`src/rtl/gt_run_detector.sv`:
```
// gt_run_detector: Moore detector for runs of consecutive A>B samples.
// Counts detected runs in a saturating hit counter.
module gt_run_detector #(
  parameter int RUN_LEN   = 3,
  parameter int CNT_WIDTH = 4
) (
  input  logic                 clock,
  input  logic                 reset,
  input  logic                 clear,
  input  logic                 sample_en,
  input  logic                 a_gt_b,
  output logic                 detect,
  output logic                 hit_pulse,
  output logic [CNT_WIDTH-1:0] hit_count,
  output logic [3:0]           run_len
);

  localparam logic [2:0] IDLE      = 3'b000;
  localparam logic [2:0] COUNT     = 3'b001;
  localparam logic [2:0] FIRST_HIT = 3'b010;
  localparam logic [2:0] HOLD_HIT  = 3'b100;

  localparam logic [3:0] RUN_MAX  = 4'(RUN_LEN);
  localparam logic [3:0] RUN_LAST = 4'(RUN_LEN - 1);
  localparam logic [CNT_WIDTH-1:0] CNT_SAT = '1;

  logic [2:0]           state_q;
  logic [2:0]           state_d;
  logic [3:0]           run_q;
  logic [3:0]           run_d;
  logic [CNT_WIDTH-1:0] cnt_q;
  logic [CNT_WIDTH-1:0] cnt_d;
  logic                 detect_q;
  logic                 detect_d;
  logic                 pulse_q;
  logic                 pulse_d;

  logic s_hit;
  logic s_miss;

  assign s_hit  = sample_en & a_gt_b;
  assign s_miss = sample_en & ~a_gt_b;

  // State, counter and output flag registers
  always_ff @(posedge clock or posedge reset) begin
    if (reset) begin
      state_q  <= IDLE;
      run_q    <= 4'd0;
      cnt_q    <= '0;
      detect_q <= 1'b0;
      pulse_q  <= 1'b0;
    end else begin
      state_q  <= state_d;
      run_q    <= run_d;
      cnt_q    <= cnt_d;
      detect_q <= detect_d;
      pulse_q  <= pulse_d;
    end
  end

  // Next state and counter updates; clear overrides any sample
  always_comb begin
    state_d = state_q;
    run_d   = run_q;
    cnt_d   = cnt_q;
    if (clear) begin
      state_d = IDLE;
      run_d   = 4'd0;
      cnt_d   = '0;
    end else begin
      case (state_q)
        IDLE: begin
          run_d = 4'd0;
          if (s_hit) begin
            state_d = COUNT;
            run_d   = 4'd1;
          end
        end
        COUNT: begin
          if (s_hit) begin
            if (run_q == RUN_LAST) begin
              state_d = FIRST_HIT;
              run_d   = RUN_MAX;
              if (cnt_q != CNT_SAT)
                cnt_d = cnt_q + 1'b1;
            end else begin
              run_d = run_q + 4'd1;
            end
          end else if (s_miss) begin
            state_d = IDLE;
            run_d   = 4'd0;
          end
        end
        FIRST_HIT: begin
          run_d = RUN_MAX;
          if (s_miss) begin
            state_d = IDLE;
            run_d   = 4'd0;
          end else begin
            state_d = HOLD_HIT;
          end
        end
        HOLD_HIT: begin
          run_d = RUN_MAX;
          if (s_miss) begin
            state_d = IDLE;
            run_d   = 4'd0;
          end
        end
        default: begin
          state_d = IDLE;
          run_d   = 4'd0;
        end
      endcase
    end
  end

  // Moore decode of the upcoming state into registered flags
  always_comb begin
    detect_d = 1'b0;
    pulse_d  = 1'b0;
    case (state_d)
      FIRST_HIT: begin
        detect_d = 1'b1;
        pulse_d  = 1'b1;
      end
      HOLD_HIT: detect_d = 1'b1;
      default: begin
        detect_d = 1'b0;
        pulse_d  = 1'b0;
      end
    endcase
  end

  assign detect    = detect_q;
  assign hit_pulse = pulse_q;
  assign hit_count = cnt_q;
  assign run_len   = run_q;

endmodule

```
`config.mk`:
```
export PLATFORM = sky130hd
export DESIGN_NAME = gt_run_detector
export DESIGN_NICKNAME = d
export VERILOG_FILES = /design/src/rtl/gt_run_detector.sv
export SDC_FILE = /design/constraint.sdc
export NUM_CORES = 1
export LEC_CHECK = 0
export BUFFER_PORTS_ARGS = -buffer_cell sky130_fd_sc_hd__buf_2
export CAP_MARGIN = 20
export CORE_AREA = 3 3 40 42
export CTS_BUF_LIST = sky130_fd_sc_hd__clkbuf_4 sky130_fd_sc_hd__clkbuf_8
export DETAILED_ROUTE_END_ITERATION = 12
export DIE_AREA = 0 0 43 45
export HOLD_SLACK_MARGIN = 0.05
export PLACE_DENSITY_LB_ADDON = 0.08
export SYNTH_ARGS = -nofsm -noshare
export SYNTH_HDL_FRONTEND = slang
export SYNTH_SLANG_ARGS = --single-unit
```
`constraint.sdc`:
```
create_clock -name clock -period 2.5 [get_ports clock]
set_clock_uncertainty 0.15 [all_clocks]
set_input_delay 0.5 -clock clock [delete_from_list [all_inputs] [get_ports clock]]
set_output_delay 0.5 -clock clock [all_outputs]
set_load 0.005 [all_outputs]
```
==> reports/metrics.cfg, run 1 <==
[synthesis]
synth-simple-area-share_pct = 27.32
synth-compound-area-share_pct = 12.42
netlist_instances = 75
syn-cell-area_um2 = 755.7
synth_fp_nets = 83
synth_flop_cell = dfrtp_1
synth-edff-count = 0
synth_top_family_by_area = simple AND/OR/NAND/NOR gates
syn_avg_cell_area_um2 = 10.08
synth_warnings = 0
synth_fa_ha_area_share_pct = 6.291
synth.area.mux_share_pct = 2.815
synth_top_area_share_pct = 43.05
synth_area_leader_cell = dfrtp_1
synth_xor_area_share_pct = 2.318
seq_area_frac_synth_pct = 43.05
async_flop_share_pct = 100.0
ys_ff_latch = 13
yosys-top-cells-area = dfrtp_1 43%, ha_1 5.0%, a21oi_1 4.0%, nor2_1 4.0%, nand4b_4 3.1%
synthDistinctLibCells = 33

[floorplanning]
die_height_um = 45
coreArea_um2 = 1285
start_util_pct = 58.81
dieArea_um2 = 1935
io_pins = 15
rows = 13
die_w_um = 43

[detailed_routing]
drc = 0
wl_per_cell_um = 14.99
finalWirelength_um = 1559
vias_per_cell = 5.606
postRouteAntennaNets = 0
first_pass_iters = 4
drtIter0Drc = 4
vias = 583

[final_layout]
diodes = 0
area_growth_pct = 12.42
fin_nets = 98
nFillCells = 114
final_layout_size_suffix_gt1_share_pct = 28.09
seqCellArea_um2 = 325.3
multi_input_area_um2 = 386.6

[critical_path]
r2r_start = run_len[0]
end_kind = flop
cp-startpoint = run_len[0]
crit_required_ns = 2.56
crit_arrival_ns = 2.01
worst-r2r-setup-slack_ns = 0.55
reg2reg_to = hit_count[3]
crit_path_start_kind = flop
cp_max_fo = 6
reg2reg_depth = 6
criticalPathCategory = flop to flop
critPathCapture = hit_count[3]

[clocking]
cts_hold_buffers = 0
clock_latency_ns = 0.28
root_buffer = clkbuf_4
cts_buffer_depth = 2
cts_max_level = 1
postCtsSetupRepairBufs = 0
clkTransAtPathRegs_ns = 0.08
cts_buffers = 3
cts.sinks = 13
post_cts_resized = 0
cts_tree = done

[grt]
grt_max_degree = 14
grtUsageTotal_pct = 20.08
grt_pass1_wl_um = 2766
antenna_found_initial = 0
grt-ovfl-total = 0
grt_pass1_vias = 618

[timing]
max_slew_margin_pct = 66.42
finalSetupViolCount = 0
hold_viol_final = 0
drv_slew = 0
whs_ns = 0.08131
rsz0062_at_grt = false
worst_pin_slew_ns = 0.5031
timing.fmax_mhz = 513.4
finalCritPeriodShare_pct = 77.91
period_needed_ns = 1.948
fin_setup_tns_ns = 0

[power_and_ir_drop]
power_density_nw_per_um2 = 458.9
max-vdd-ir-drop_v = 0.0003677
total_leakage_power_uw = 0.0004280

[placed_design]
io_buffer_count = 14
place_congestion = 0.8668
dpl.hpwl_um = 1158

[run_status]
outcome = finished clean

[flow_run]
drv_cap = 0

[min_path]
hold_path_class = primary input to asynchronous set/reset pin

==> worst min path at each step <==
stage / startpoint / end / slack [ns]
finish: reset / detect / 0.08
CTS: reset / hit_pulse / 0.08
global placement: reset / detect / 0.39
floorplan: reset / detect / 0.23
detailed placement: reset / detect / 0.39
global route: reset / hit_count[1] / 0.1
==> cell usage after synthesis, types with 2 or more instances <==
master / count
dfrtp_1: 13
o21ai_0: 3
ha_1: 3
or3_1: 3
inv_1: 5
nor2_1: 8
nand3_1: 3
nor3_1: 3
nor2b_1: 3
a21oi_1: 6
a22o_1: 2
buf_2: 2
==> cell usage in the layout, fill, tap and decap left out <==
| cell type | n |
|---|---|
| a211o_1 | 1 |
| a211oi_1 | 1 |
| a21oi_1 | 6 |
| a22o_1 | 2 |
| and3b_2 | 1 |
| buf_2 | 14 |
| clkbuf_4 | 4 |
| dfrtp_1 | 13 |
| ha_1 | 3 |
| inv_1 | 5 |
| maj3_1 | 1 |
| mux2_2 | 1 |
| mux2i_1 | 1 |
| nand2_1 | 1 |
| nand2b_1 | 1 |
| nand2b_4 | 1 |
| nand3_1 | 3 |
| nand4b_4 | 1 |
| nor2_1 | 8 |
| nor2b_1 | 3 |
| nor3_1 | 3 |
| nor3b_4 | 1 |
| nor4_1 | 1 |
| nor4b_1 | 1 |
| o21ai_0 | 3 |
| o22ai_1 | 1 |
| o41ai_1 | 1 |
| or2_2 | 1 |
| or3_1 | 3 |
| or3_4 | 1 |
| xnor2_1 | 1 |
| xor2_1 | 1 |
==> cells by family after synthesis <==
family | count (synthesis)
DFF | 13
and+or+nand+nor | 30
muxes | 2
adders and majority gates | 4
buffers and inverters | 9
xor gates and xnor gates | 2
AOI/OAI and AO/OA | 15
==> metrics by stage <==
stage                     total power, uW  cell area, um^2  worst slack, ns  util [%]  instances
after floorplan                     241.7            755.7           0.7399         -         75
after global placement              250.6            819.5           0.6846     63.78        100
after detailed placement            251.4            819.5           0.5542     63.78        100
after CTS                           395.3            849.6           0.5407     66.11        104
after global routing                409.6            849.6           0.4334     66.11        104
final                               389.9            849.6           0.5522     66.11        104
==> report_power, final <==
group          switching (uW)  leakage [uW]  internal (uW)
registers                3.50      0.000180            212
logic                    19.5      0.000229           12.4
clock network            69.6     0.0000184           72.9
total                    92.6      0.000428            297
==> per-layer routing <==
metal,track usage (%),part of all wire [%],up-vias
li1,-,-,291
met1,25.13,48,276
met2,31.14,46,11
met3,3.984,2.8,5
met4,14.46,3.0,0
met5,0,0,-
==> registers in the layout (all words and copies together) (netlist names) <==
signal,flops
state_q,3
detect,1
hit_pulse,1
hit_count,4
run_len,4
==> layout make-up <==
class,instances,area share [%]
inverter,5,2.209
timing repair buffer,14,8.247
multi-input combinational,53,45.51
tap,15,2.209
clock buffer,4,3.535
sequential,13,38.29
==> critical path, cell delays in order (launching register included) <==
cell and delay [ns]:
dfrtp_1 0.43, inv_1 0.10, ha_1 0.15, nor3b_4 0.32
nand4b_4 0.19, or3_1 0.38, a21oi_1 0.16
(Power assumes the default switching activity.)
==> run 2: changes to the inputs <==
--- a/config.mk
+++ b/config.mk
@@ -7,10 +7,10 @@
 export LEC_CHECK = 0
 export BUFFER_PORTS_ARGS = -buffer_cell sky130_fd_sc_hd__buf_2
 export CAP_MARGIN = 20
-export CORE_AREA = 3 3 40 42
+export CORE_MARGIN = 3
+export CORE_UTILIZATION = 50
 export CTS_BUF_LIST = sky130_fd_sc_hd__clkbuf_4 sky130_fd_sc_hd__clkbuf_8
 export DETAILED_ROUTE_END_ITERATION = 12
-export DIE_AREA = 0 0 43 45
 export HOLD_SLACK_MARGIN = 0.05
 export PLACE_DENSITY_LB_ADDON = 0.08
 export SYNTH_ARGS = -nofsm -noshare
==> constraint.sdc (replaced) <==
create_clock -name clock -period 1.6 [get_ports clock]
set_clock_uncertainty 0.15 [all_clocks]
set_input_delay 0.32 -clock clock [delete_from_list [all_inputs] [get_ports clock]]
set_output_delay 0.32 -clock clock [all_outputs]
set_load 0.005 [all_outputs]
==> run 2 against run 1 <==
- the run now ends with setup timing left
- total power grew 63%
- critical path depth is the same
- die area grew 4.1%
- sequential share of layout area shrank 6.8 points
- register-to-register slack lost 0.65 ns
- via count grew 11%
- non-clock buffer count grew 14
- highest routed layer unchanged
==> reports/metrics.cfg, run 2 (synthesis results as in run 1) <==
[final_layout]
diodes = 0
final_core_util_pct = 75.55
area_growth_pct = 36.59
final_layout_size_suffix_gt1_share_pct = 46.60
nFillCells = 109
stdcell_count = 118
fin_nets = 112
final_common_cell = buf_2
seqCellArea_um2 = 325.3
layout_common_cells = 14 x buf_2, 13 x dfrtp_1, 12 x buf_4
multi_input_area_um2 = 449.2

[grt]
grt_pass1_wl_um = 2829
grtUsageTotal_pct = 19.92
grt-ovfl-total = 0
grt_max_degree = 14
antenna_found_initial = 0
grt_pass1_vias = 666

[critical_path]
crit_path_start_kind = flop
criticalPathCategory = flop to flop
cp_max_fo = 3
crit_arrival_ns = 1.77
cp-startpoint = run_len[0]
crit_required_ns = 1.67
worst-r2r-setup-slack_ns = -0.1
r2r_start = run_len[0]
end_kind = flop

[min_path]
min-delay-start = clear
hold_path_class = primary input to flop

[placed_design]
placed_cells_incl_taps = 110
io_buffer_count = 14
dpl.hpwl_um = 1242
place_congestion = 0.8235

[timing]
max_slew_margin_pct = 66.57
whs_ns = 0.1940
setup_ws_ns = -0.09528
worst_pin_slew_ns = 0.5009
rsz0062_at_grt = true
timing.fmax_mhz = 589.9
finalSetupViolCount = 7
hold_viol_final = 0
period_needed_ns = 1.695
finalCritPeriodShare_pct = 106.0
drv_slew = 0

[detailed_routing]
finalWirelength_um = 1695
wl_per_cell_um = 14.36
vias_per_cell = 5.500
drtIter0Drc = 5
first_pass_iters = 4
postRouteAntennaNets = 0
drc = 0
vias = 649

[clocking]
cts_buffers = 3
cts_max_level = 1
clkTransAtPathRegs_ns = 0.08
cts.sinks = 13
root_buffer = clkbuf_4
cts_buffer_depth = 2
clock_latency_ns = 0.28
cts_tree = done

[floorplanning]
die_w_um = 44.88
coreArea_um2 = 1366
rows = 13
io_pins = 15
die_height_um = 44.88
dieArea_um2 = 2014
start_util_pct = 55.31

[power_and_ir_drop]
total_leakage_power_uw = 0.0005076
max-vdd-ir-drop_v = 0.0005349
power_density_nw_per_um2 = 613.8

[run_status]
outcome = finished, violations left
failed_checks = setup timing

[flow_run]
drv_cap = 0

-- run 2: cell types whose count changed in the layout (fill, tap and decap cells not counted), sizes merged --
cell / delta
dlygate4sd3: +1
buf: +13
-- run 2: what timing repair did --
| action | CTS | global route |
|---|---|---|
| hold endpoints to repair | 13 | 0 |
| setup buffers | 1 | 2 |
| resized for setup | 7 | 8 |
| pin swaps | 3 | 2 |
| hold buffers | 1 | 0 |
| setup endpoints to repair | 5 | 8 |
-- run 2: per-stage QoR --
stage	power, uW	worst slack (ns)	TNS (ns)	area, um^2
2_1_floorplan	377.7	-0.1223	-0.2275	755.7
3_3_place_gp	401.5	-0.06604	-0.1463	894.6
3_5_place_dp	401.7	-0.1320	-0.4349	894.6
4_1_cts	627.9	-0.09553	-0.3028	980.9
5_1_grt	652.6	-0.1782	-0.9776	1032
6_report	633.6	-0.09528	-0.4019	1032
-- run 2: critical path, cell delays in order (launching register included) --
cell and delay (ns):
dfrtp_1 0.40, inv_2 0.06, ha_1 0.14, nor3b_4 0.29
nand4b_4 0.14, or3_4 0.34, a21oi_2 0.11
-- run 2: final timing paths --
kind	endpoint	cells after the start
setup / recovery	hit_count[2]	6
hold reg to reg	hit_count[3]	2
min in group asynchronous	hit_count[2]	3
max in group asynchronous	hit_count[3]	3
setup reg to reg	hit_count[2]	6
hold / removal	hit_count[2]	3
-- run 2: metal layers --
layer	global-route usage [%]	vias to the layer above	part of all wire, %
met5	0	-	0
li1	-	322	-
met3	2.390	5	2.8
met1	25.31	311	45
met4	12.87	0	2.7
met2	31.81	11	49
-- run 2: cell type report --
class | count | share of cell area [%]
multi-input combinational | 53 | 43.52
sequential | 13 | 31.52
inverter | 5 | 1.818
timing repair buffer | 28 | 18.42
tap | 15 | 1.818
clock buffer | 4 | 2.909
-- run 2: power breakdown --
group          leakage, uW  switching [uW]  internal, uW  total (uW)
Combinational     0.000309            38.3          31.4        69.8
Clock            0.0000184             114           114         228
Sequential        0.000180            4.34           331         336
Total             0.000508             157           477         634
